--- config.mk ---
export PLATFORM = sky130hd
export DESIGN_NAME = fetch_stage
export DESIGN_NICKNAME = d
export VERILOG_FILES = /design/src/rtl/fetch_stage.sv
export SDC_FILE = /design/constraint.sdc
export NUM_CORES = 1
export LEC_CHECK = 0
export CORE_ASPECT_RATIO = 0.75
export CORE_MARGIN = 2
export CORE_UTILIZATION = 25
export CTS_BUF_LIST = sky130_fd_sc_hd__clkbuf_4 sky130_fd_sc_hd__clkbuf_8
export CTS_CLUSTER_DIAMETER = 120
export DETAILED_ROUTE_END_ITERATION = 12
export PLACE_DENSITY = 0.47
export SYNTH_ARGS = -nofsm -noshare
export SYNTH_HDL_FRONTEND = slang
export SYNTH_SLANG_ARGS = --single-unit
--- constraint.sdc ---
create_clock -name clk -period 5.5 [get_ports clk]
set_input_delay 0.825 -clock clk [delete_from_list [all_inputs] [get_ports clk]]
set_output_delay 0.825 -clock clk [all_outputs]
set_load 0.02 [all_outputs]
--- src/rtl/fetch_stage.sv ---
// Instruction-fetch stage: owns the PC, drives the imem read port and the F/D register.
// Optional FETCH_PERF_CNT_EN adds saturating stall/bubble performance counters.
module fetch_stage #(
    parameter int unsigned     XLEN      = 32,
    parameter int unsigned     ILEN      = 32,
    parameter logic [XLEN-1:0] RESET_PC  = '0,
    parameter logic [ILEN-1:0] NOP_INSTR = 32'h0000_0013
) (
    input  logic            clk,
    input  logic            rst_n,
    input  logic            stall_D,
    input  logic            flush_D,
    input  logic [XLEN-1:0] redirect_pc,
    output logic            imem_req,
    output logic [XLEN-1:0] imem_addr,
    input  logic [ILEN-1:0] imem_rdata,
    input  logic            imem_valid,
    output logic            D_valid,
    output logic [ILEN-1:0] D_instr,
    output logic [XLEN-1:0] D_pc,
    output logic [XLEN-1:0] D_pc4
`ifdef FETCH_PERF_CNT_EN
    ,
    output logic [31:0]     perf_stall_cnt,
    output logic [31:0]     perf_bubble_cnt
`endif
);

    typedef enum logic [0:0] {StBoot, StRun} state_e;

    state_e          state_q;
    logic [XLEN-1:0] pc_q;
    logic            d_valid_q;
    logic [ILEN-1:0] d_instr_q;
    logic [XLEN-1:0] d_pc_q;
    logic [XLEN-1:0] d_pc4_q;

    logic [XLEN-1:0] redirect_aligned;
    logic [XLEN-1:0] pc_plus4;
    logic            unused_redirect_lsbs;

    assign redirect_aligned     = {redirect_pc[XLEN-1:2], 2'b00};
    assign unused_redirect_lsbs = ^redirect_pc[1:0];
    assign pc_plus4             = pc_q + XLEN'(4);

    always_ff @(posedge clk or negedge rst_n) begin
        if (!rst_n) begin
            state_q   <= StBoot;
            pc_q      <= RESET_PC;
            d_valid_q <= 1'b0;
            d_instr_q <= NOP_INSTR;
            d_pc_q    <= '0;
            d_pc4_q   <= '0;
        end else begin
            case (state_q)
                StBoot: begin
                    // F/D is already a bubble here, so only a redirect matters
                    state_q <= StRun;
                    if (flush_D) begin
                        pc_q <= redirect_aligned;
                    end
                end
                StRun: begin
                    if (flush_D) begin
                        pc_q      <= redirect_aligned;
                        d_valid_q <= 1'b0;
                        d_instr_q <= NOP_INSTR;
                    end else if (stall_D) begin
                        // Hold everything; the same address is re-presented next cycle
                        pc_q <= pc_q;
                    end else if (imem_valid) begin
                        d_instr_q <= imem_rdata;
                        d_pc_q    <= pc_q;
                        d_pc4_q   <= pc_plus4;
                        d_valid_q <= 1'b1;
                        pc_q      <= pc_plus4;
                    end else begin
                        d_valid_q <= 1'b0;
                        d_instr_q <= NOP_INSTR;
                    end
                end
            endcase
        end
    end

    assign imem_req  = (state_q == StRun);
    assign imem_addr = pc_q;
    assign D_valid   = d_valid_q;
    assign D_instr   = d_instr_q;
    assign D_pc      = d_pc_q;
    assign D_pc4     = d_pc4_q;

`ifdef FETCH_PERF_CNT_EN
    logic        stall_evt;
    logic        bubble_evt;
    logic [31:0] stall_cnt_q;
    logic [31:0] bubble_cnt_q;

    assign stall_evt  = (state_q == StRun) && stall_D && !flush_D;
    assign bubble_evt = (state_q == StRun) && (flush_D || (!stall_D && !imem_valid));

    always_ff @(posedge clk or negedge rst_n) begin
        if (!rst_n) begin
            stall_cnt_q  <= '0;
            bubble_cnt_q <= '0;
        end else begin
            if (stall_evt && (stall_cnt_q != '1)) begin
                stall_cnt_q <= stall_cnt_q + 32'd1;
            end
            if (bubble_evt && (bubble_cnt_q != '1)) begin
                bubble_cnt_q <= bubble_cnt_q + 32'd1;
            end
        end
    end

    assign perf_stall_cnt  = stall_cnt_q;
    assign perf_bubble_cnt = bubble_cnt_q;
`endif

endmodule

==> results.json <==
{
  "drive_above_1_share_pct": 8.73,
  "crit_fanout": 51,
  "r2r_cells": 6,
  "power.density_nw_per_um2": 327,
  "whs_ns": 0.356,
  "drc": 0,
  "root_buffer": "clkbuf_8",
  "first_pass_iters": 6,
  "grt_pass1_wl_um": 29000,
  "tns_ns": 0,
  "maxSlewViolCount": 0,
  "die_area_um2": 24300,
  "skew_ns": 0.0157,
  "yosysTopAreaCellShare_pct": 52.5,
  "yosys-top-cells-area": "dfrtp_1 (52%), nand2_1 (10%), xnor2_1 (5.6%)",
  "critPathKind": "in2reg",
  "max-vdd-ir-drop_uv": 157,
  "rsz0062_at_grt": "no",
  "synth_edf_count": 0,
  "worst_pin_slew_ns": 0.779,
  "fin_crit_ns": 2.89,
  "syn_area_per_cell_um2": 9.67,
  "place_inst": 1047,
  "die_y_um": 136,
  "maxCapViolations": 0,
  "final_common_cell": "clkdlybuf4s50_1",
  "final_cell_mix": "clkdlybuf4s50_1 (188), nand2_1 (158), dfrtp_1 (121)",
  "io_buffers": 190,
  "area_growth_pct": 44.1,
  "numCtsBuffers": 17,
  "synth_cell_types": 53,
  "layout.cells.non_filler": 1080,
  "fp.dieW_um": 179,
  "final_util_pct": 36.4,
  "hold_viol": 0,
  "cts_buffer_depth": 2,
  "ctsHoldBuffers": 0,
  "yosysSeqAreaShare_pct": 53.8,
  "worst_ep_arrival_time_ns": 3.20,
  "tritoncts": "done",
  "wl_per_cell_um": 16.8,
  "synth_cells": 597,
  "worstPathRequired_ns": 5.82,
  "htree_levels": 4,
  "dp_hpwl_um": 12600,
  "hold_class": "in2async",
  "synth_ff_type": "dfrtp_1",
  "postPlaceCellArea_um2": 7880,
  "drt_wl_total_um": 18100,
  "grt_max_degree": 67,
  "post-synth-top-area-cell": "dfrtp_1",
  "dr_total_vias": 4792,
  "outcome": "finished, final reports clean",
  "postLayoutCellArea_um2": 8310,
  "gp_congestion": 0.719,
  "cts_resized": 0,
  "antenna_found_initial": 1,
  "slew_headroom_pct": 48.1,
  "rows": 48,
  "finalCritPeriodShare_pct": 52.5,
  "core_um2": 22800,
  "fmaxAchievable_mhz": 346,
  "final_antenna_net_count": 0,
  "start_util_pct": 25.3,
  "reg2reg_to": "imem_addr[27]",
  "crit_path_end_kind": "register",
  "ios": 199,
  "drtIter0Drc": 296,
  "path_clk_slew_ns": 0.08,
  "finalSetupViolations": 0,
  "clock_latency_ns": 0.44,
  "grt_pass1_vias": 4965,
  "ys_seq_elements": 124,
  "clock_sinks": 124,
  "start_kind": "input pin",
  "vias_per_cell": 4.44,
  "grt_overflow": 0,
  "r2r_slack_ns": 2.64,
  "p_leak_nw": 3.44,
  "synthArstFlopShare_pct": 100,
  "finalNetCount": 836,
  "r2r-start": "imem_req",
  "netlist_area_um2": 5770,
  "yosysWarnings": 0,
  "grtUsageTotal_pct": 15.3,
  "post_cts_buffers": 0
}
## worst max path at each step
stage	startpoint	endpoint	slack [ns]	cells past startpoint
after global routing	imem_req	imem_addr[27]	2.24	6
after floorplan	flush_D	D_pc4[31]	3.30	7
after detailed placement	imem_valid	imem_addr[27]	2.17	7
after CTS	imem_req	imem_addr[27]	2.57	6
after global placement	imem_valid	imem_addr[27]	2.17	7
final	imem_valid	imem_addr[27]	2.61	7
## where the power goes
part           switching [mW]  internal (mW)
sequential              0.115           1.04
clock                   0.380          0.501
combinational           0.351          0.330
## cells by family (layout without fill, tap and decap cells)
family	after synthesis	after routing	synth area share, %
buffers and inverters	58	235	4.68
DFF	124	124	53.8
xor gates and xnor gates	47	47	7.13
AOI/OAI and AO/OA	102	102	11.4
adders and majority gates	1	1	0.217
muxes	2	2	0.369
and+or+nand+nor	261	261	22.3
other	2	8	0.130
## state kept, by name (all words and copies together) (netlist names)
| name | flops |
|---|---|
| D_instr | 32 |
| D_valid | 1 |
| D_pc4 | 30 |
| D_pc | 30 |
| imem_req | 1 |
| imem_addr | 30 |
## routing by layer
layer | routed length (um) | vias up | global-route usage [%]
met3 | 1380 | 12 | 6.26
met1 | 8820 | 2302 | 21.1
met5 | 0 | - | 0
li1 | - | 2344 | -
met2 | 7770 | 134 | 22.5
met4 | 130 | 0 | 3.12
## critical path, stage by stage
cell	delay (ns)
clkdlybuf4s50_1	0.49
nor2b_1	0.36
nand2_4	0.38
buf_4	0.43
nor4_1	0.43
nor2b_1	0.19
a211oi_1	0.06
## through the flow
stage | total power, mW | setup slack, ns
finish | 2.71 | 2.61
CTS | 2.76 | 2.57
global placement | 1.85 | 2.17
detailed placement | 1.86 | 2.17
floorplan | 1.47 | 3.30
global route | 2.86 | 2.24
## cell type report
cell class	instances	area (um^2)
Timing Repair Buffer	196	1940
Fill cell	2349	14500
Sequential cell	124	3110
Clock inverter	10	138
Inverter	7	26.3
Antenna cell	1	2.50
Tap cell	300	375
Multi-Input combinational cell	420	2420
Clock buffer	22	297
## synthesized netlist by cell type (all sizes together) (4+ instances only)
library cell	n
nor3	20
nand3	15
buf	22
a211oi	4
xnor2	37
inv	7
clkbuf	29
dfrtp	121
nand2	160
nand4	10
nor4	11
and4	5
xor2	10
o21ai	57
a22o	29
nor2	18
nor2b	9
Power figures use the tool's default switching activity.
